==> config.mk <==
export PLATFORM = sky130hd
export DESIGN_NAME = cmd_decode_module
export DESIGN_NICKNAME = d
export VERILOG_FILES = /design/src/rtl/cmd_decode_module.sv
export SDC_FILE = /design/constraint.sdc
export NUM_CORES = 1
export LEC_CHECK = 0
export ABC_AREA = 0
export CAP_MARGIN = 10
export CORE_MARGIN = 2
export CORE_UTILIZATION = 40
export CTS_BUF_LIST = sky130_fd_sc_hd__clkbuf_8 sky130_fd_sc_hd__clkbuf_16
export DETAILED_ROUTE_END_ITERATION = 16
export PLACE_DENSITY = 0.62
export SLEW_MARGIN = 20
export SYNTH_ARGS = -nofsm -noshare
export SYNTH_HDL_FRONTEND = slang
export SYNTH_SLANG_ARGS = --single-unit
==> constraint.sdc <==
create_clock -name clk -period 6.95 [get_ports clk]
set_input_delay 1.7375 -clock clk [delete_from_list [all_inputs] [get_ports clk]]
set_output_delay 1.7375 -clock clk [all_outputs]
set_load 0.1 [all_outputs]
==> src/rtl/cmd_decode_module.sv <==
`default_nettype none
// ============================================================================
//  Module      : cmd_decode_module
//  Description : Host command frame decoder. Validates sync/cmd/len/checksum
//                and atomically loads laser, motor and accumulation settings.
//  Revision    : 1.0 - initial release
// ============================================================================
module cmd_decode_module #(
    parameter int unsigned TIMEOUT_CYCLES = 100000
) (
    input  logic        clk,
    input  logic        rst_n,
    input  logic        fifo_out_valid,
    output logic        fifo_out_ready,
    input  logic [31:0] fifo_out_data,
    output logic        laser_enable,
    output logic [31:0] laser_freq,
    output logic        motor_enable,
    output logic        motor_direction,
    output logic [31:0] motor_time,
    output logic [31:0] motor_max_speed,
    output logic [31:0] acc_time,
    output logic [31:0] acc_threshold,
    output logic        upload_en,
    output logic        sys_acquire,
    output logic        err_upload,
    output logic [31:0] cmd_err_cnt
);

    localparam logic [15:0] c_SYNC      = 16'h1234;
    localparam logic [31:0] c_IDLE_LAST = 32'(TIMEOUT_CYCLES - 1);

    typedef enum logic [4:0] {
        S_HUNT  = 5'b00001,
        S_DATA  = 5'b00010,
        S_CHECK = 5'b00100,
        S_APPLY = 5'b01000,
        S_ERROR = 5'b10000
    } state_t;

    state_t      r_state;
    logic [7:0]  r_cmd;
    logic [1:0]  r_len;
    logic [1:0]  r_idx;
    logic [31:0] r_xor;
    logic [31:0] r_idle;
    logic [31:0] r_shadow [3];

    logic        w_accept;
    logic        w_is_head;
    logic [1:0]  w_head_len;
    logic        w_head_ok;

    // Required payload length per command; zero marks an unknown command.
    function automatic logic [1:0] f_cmd_len(input logic [7:0] cmd);
        case (cmd)
            8'h01:   f_cmd_len = 2'd2;
            8'h02:   f_cmd_len = 2'd3;
            8'h03:   f_cmd_len = 2'd2;
            8'h04:   f_cmd_len = 2'd1;
            8'h05:   f_cmd_len = 2'd1;
            default: f_cmd_len = 2'd0;
        endcase
    endfunction

    assign w_accept   = fifo_out_valid & fifo_out_ready;
    assign w_is_head  = (fifo_out_data[31:16] == c_SYNC);
    assign w_head_len = f_cmd_len(fifo_out_data[15:8]);
    assign w_head_ok  = (w_head_len != 2'd0) && (fifo_out_data[7:0] == {6'd0, w_head_len});

    always_ff @(posedge clk or negedge rst_n) begin
        if (!rst_n) begin
            r_state         <= S_HUNT;
            fifo_out_ready  <= 1'b0;
            r_cmd           <= '0;
            r_len           <= '0;
            r_idx           <= '0;
            r_xor           <= '0;
            r_idle          <= '0;
            for (int i = 0; i < 3; i++) r_shadow[i] <= '0;
            laser_enable    <= 1'b0;
            laser_freq      <= '0;
            motor_enable    <= 1'b0;
            motor_direction <= 1'b0;
            motor_time      <= '0;
            motor_max_speed <= '0;
            acc_time        <= '0;
            acc_threshold   <= '0;
            upload_en       <= 1'b0;
            sys_acquire     <= 1'b0;
            err_upload      <= 1'b0;
            cmd_err_cnt     <= '0;
        end else begin
            sys_acquire <= 1'b0;
            err_upload  <= 1'b0;
            case (r_state)
                S_HUNT: begin
                    fifo_out_ready <= 1'b1;
                    if (w_accept && w_is_head) begin
                        r_cmd  <= fifo_out_data[15:8];
                        r_len  <= w_head_len;
                        r_idx  <= '0;
                        r_xor  <= fifo_out_data;
                        r_idle <= '0;
                        if (w_head_ok) begin
                            r_state <= S_DATA;
                        end else begin
                            r_state        <= S_ERROR;
                            fifo_out_ready <= 1'b0;
                        end
                    end
                end
                S_DATA: begin
                    if (w_accept) begin
                        r_shadow[r_idx] <= fifo_out_data;
                        r_xor           <= r_xor ^ fifo_out_data;
                        r_idle          <= '0;
                        if (r_idx == r_len - 2'd1) r_state <= S_CHECK;
                        else                       r_idx   <= r_idx + 2'd1;
                    end else if (r_idle == c_IDLE_LAST) begin
                        r_state        <= S_ERROR;
                        fifo_out_ready <= 1'b0;
                    end else begin
                        r_idle <= r_idle + 32'd1;
                    end
                end
                S_CHECK: begin
                    if (w_accept) begin
                        r_idle         <= '0;
                        fifo_out_ready <= 1'b0;
                        r_state        <= (fifo_out_data == r_xor) ? S_APPLY : S_ERROR;
                    end else if (r_idle == c_IDLE_LAST) begin
                        r_state        <= S_ERROR;
                        fifo_out_ready <= 1'b0;
                    end else begin
                        r_idle <= r_idle + 32'd1;
                    end
                end
                S_APPLY: begin
                    // All fields of one command load on the same edge.
                    case (r_cmd)
                        8'h01: begin
                            laser_enable <= r_shadow[0][0];
                            laser_freq   <= r_shadow[1];
                        end
                        8'h02: begin
                            motor_enable    <= r_shadow[0][0];
                            motor_direction <= r_shadow[0][1];
                            motor_time      <= r_shadow[1];
                            motor_max_speed <= r_shadow[2];
                        end
                        8'h03: begin
                            acc_time      <= r_shadow[0];
                            acc_threshold <= r_shadow[1];
                        end
                        8'h04:   upload_en   <= r_shadow[0][0];
                        8'h05:   sys_acquire <= 1'b1;
                        default: ;
                    endcase
                    r_state        <= S_HUNT;
                    fifo_out_ready <= 1'b1;
                end
                S_ERROR: begin
                    err_upload <= 1'b1;
                    if (cmd_err_cnt != 32'hFFFF_FFFF) cmd_err_cnt <= cmd_err_cnt + 32'd1;
                    r_state        <= S_HUNT;
                    fifo_out_ready <= 1'b1;
                end
                default: begin
                    r_state        <= S_HUNT;
                    fifo_out_ready <= 1'b0;
                end
            endcase
        end
    end

endmodule
`default_nettype wire

==> flow_summary.toml <==
[sta]
drv_slew = 0
worst_slew_pin_slew_ns = 1.10
setup_slack_ns = 2.41
hold_ws_ns = 0.484
fin_crit_sh_pct = 65.3
finalSetupTns_ns = 0
slew_headroom_pct = 26.4
max_freq_mhz = 220
final-hold-violation-count = 0
fin_crit_ns = 4.54
finalSetupViolCount = 0
clock_skew_ns = 0.0148
rsz0062_at_grt = "false"

[cts]
post_cts_resized = 0
cts_tree = "yes"
cts_made_buffers = 42
cts-hold-fix-buffers = 0
cts_sinks = 376
cts_root_buf = "clkbuf_16"
cts.path.max_buffers = 3
clk_latency_ns = 0.56
cts_setup_buffers = 0
htree_levels = 2
clk_pin_slew_ns = 0.06

[grt]
grt_use_total_pct = 18.8
grt_antenna_before_repair = 1
grt.busiest_layer = "met2"
grt-ovfl-total = 0
met3_usage_pct = 4.19
grt_use_met2_pct = 29.0
use_met1_pct = 27.0
grt_pass1_vias = 10600
grt_pass1_wl_mm = 61.0
grt_max_degree = 129

[layout]
nets = 1491
synthToLayoutAreaGrowth_pct = 25.5
fill_cells = 3501
antenna_cells = 0
drive_gt1_share_pct = 23.7

[placed_design]
place_ws_ns = 1.81
gp_congestion = 0.836
io_buffer_count = 233
dp_hpwl_mm = 25.7

[synthesis]
synth_area_um2 = 16000
synthTopCellsByArea = "dfrtp_1 59%, mux2_2 19%, xnor2_1 4.0%"
synth-main-ff-cell = "dfrtp_1"
synthSimpleGateAreaFrac_pct = 9.42
synthXorXnorAreaFrac_pct = 4.32
postSynthAreaPerCell_um2 = 12.8
synth_cell_type_count = 57
synth-async-reset-ratio_pct = 100
synth_top_area_share_pct = 58.6
synth_edf_count = 0
synth.largest_area_cell = "dfrtp_1"
synthMuxAreaShare_pct = 18.8
synth_common_cells = "375 x dfrtp_1, 265 x mux2_2, 73 x xnor2_1"
yosysWarnings = 0
yosysSeqAreaShare_pct = 58.8
synth_most_common_cell = "dfrtp_1"
synthAdderAreaFrac_pct = 0.391
synth_top_family_by_area = "multiplexers"
syn-num-nets = 1288
synth_compound_area_share_pct = 5.56
synthCells = 1248
ys_ff_latch = 376

[floorplan]
ioPinCount = 234
start_util_pct = 40.4
die_area_um2 = 41600
coreArea_um2 = 39600
die_h_um = 204
rows = 73
dieWidth_um = 204

[worst_setup_path]
critPathMaxFanout = 35
crit_required_ns = 7.40
arrival_ns = 4.99
cp-end-kind = "flop"
startpoint_type = "input port"
path_class = "in2reg"

[power_and_ir_drop]
combPwrFrac_pct = 2.5
power.density_nw_per_um2 = 223
power_switching_uw = 970
internal_power_mw = 3.52
power_mw = 4.49
clkPwrFrac_pct = 48.7
ir_drop_mv = 0.146
switching_share_pct = 21.6
leakagePower_nw = 9.24
share_seq_of_total_power_pct = 48.8

[detailed_routing]
initialDrtViolationCount = 587
wl_mm = 38.8
num_vias = 10600
drc = 0
antenna_left = 0
avgViaCountPerCell = 5.28
wl_per_cell_um = 19.3
first_pass_iters = 5

[status]
status = "finished clean"

[hold_path]
holdCritPathClass = "reg2reg"

[job]
drv_cap = 0
==> layout make-up <==
| cell class | count | area (µm²) | area share (%) |
|---|---|---|---|
| Timing Repair Buffer | 242 | 2420 | 12.0 |
| Inverter | 10 | 37.5 | 0.187 |
| Tap cell | 525 | 657 | 3.27 |
| Multi-Input combinational cell | 779 | 6200 | 30.8 |
| Clock inverter | 28 | 215 | 1.07 |
| Clock buffer | 50 | 1160 | 5.78 |
| Sequential cell | 376 | 9410 | 46.8 |
==> power by group through the flow <==
stage               Combinational (mW)  Clock (mW)  Sequential, mW
finish                           0.114        2.19            2.19
global route                     0.129        2.35            2.19
CTS                              0.118        2.25            2.19
detailed placement               0.118           0            2.23
global placement                 0.117           0            2.23
floorplan                       0.0373           0            2.23
==> per-layer routing <==
metal / part of all wire [%] / vias up / wire [µm]
met5: 0.031 / - / 12
met4: 1.5 / 2 / 596
met3: 5.7 / 47 / 2230
met2: 46 / 236 / 17700
met1: 47 / 5453 / 18300
li1: - / 4873 / -
==> cell usage in the layout, fill, tap and decap left out, drive strengths merged, types with 4 or more instances in the layout <==
cell type,n
o31ai,6
mux2,265
inv,29
nand2,45
nand4,26
and4,7
nor4b,9
nor3,18
clkinv,5
a21oi,70
xnor2,73
nor4bb,4
clkbuf,50
nand2b,4
a311oi,9
a31oi,4
nor2,56
nor4,14
or3,6
and3,9
o21ai,40
dfrtp,375
nor2b,5
nor3b,4
clkdlybuf4s50,232
nand3,54
buf,10
xor2,6
and2,7
ha,5
==> worst paths after layout <==
| path | from | endpoint | slack, ns | cells past startpoint |
|---|---|---|---|---|
| setup / recovery | fifo_out_data[29] | r_xor[10] | 2.41 | 8 |
| hold / removal | r_shadow[73] | r_shadow[73] | 0.48 | 2 |
| setup reg to reg | r_state[4] | motor_max_speed[18] | 3.67 | 6 |
| hold reg to reg | r_shadow[73] | r_shadow[73] | 0.48 | 2 |
| max in group asynchronous | rst_n | acc_threshold[25] | 4.39 | 2 |
| min in group asynchronous | rst_n | motor_max_speed[13] | 1.15 | 1 |
==> sequential cells by signal, indices dropped and copies added (netlist names), 5 cells and up <==
register	flops
acc_threshold	32
acc_time	32
cmd_err_cnt	32
laser_freq	32
motor_max_speed	32
motor_time	32
r_cmd	8
r_idle	32
r_shadow	96
r_state	5
r_xor	32
==> logic make-up (layout without fill, tap and decap cells) <==
group / Yosys count / in the layout
AO/OA/AOI/OAI: 149 / 149
XOR/XNOR: 79 / 79
adder cells (fa/ha/maj): 5 / 5
buffers and inverters: 93 / 330
flip-flops: 376 / 376
multiplexers: 268 / 268
AND/OR/NAND/NOR: 278 / 278
==> worst max-delay path, stage by stage <==
cell and delay, ns:
clkdlybuf4s50_1 0.59, nor4b_1 0.61, nand2_1 0.16, or3_1 0.72, o21ai_4 0.40, buf_4 0.44, nor2_1 0.07, a311oi_1 0.24
==> per-stage QoR <==
stage	area, µm²	util, %	instances
global route	20100	50.7	2010
CTS	20100	50.7	2010
global placement	18700	47.2	1932
detailed placement	18700	47.2	1932
finish	20100	50.7	2010
floorplan	16000	-	1248
(Power assumes the default switching activity.)
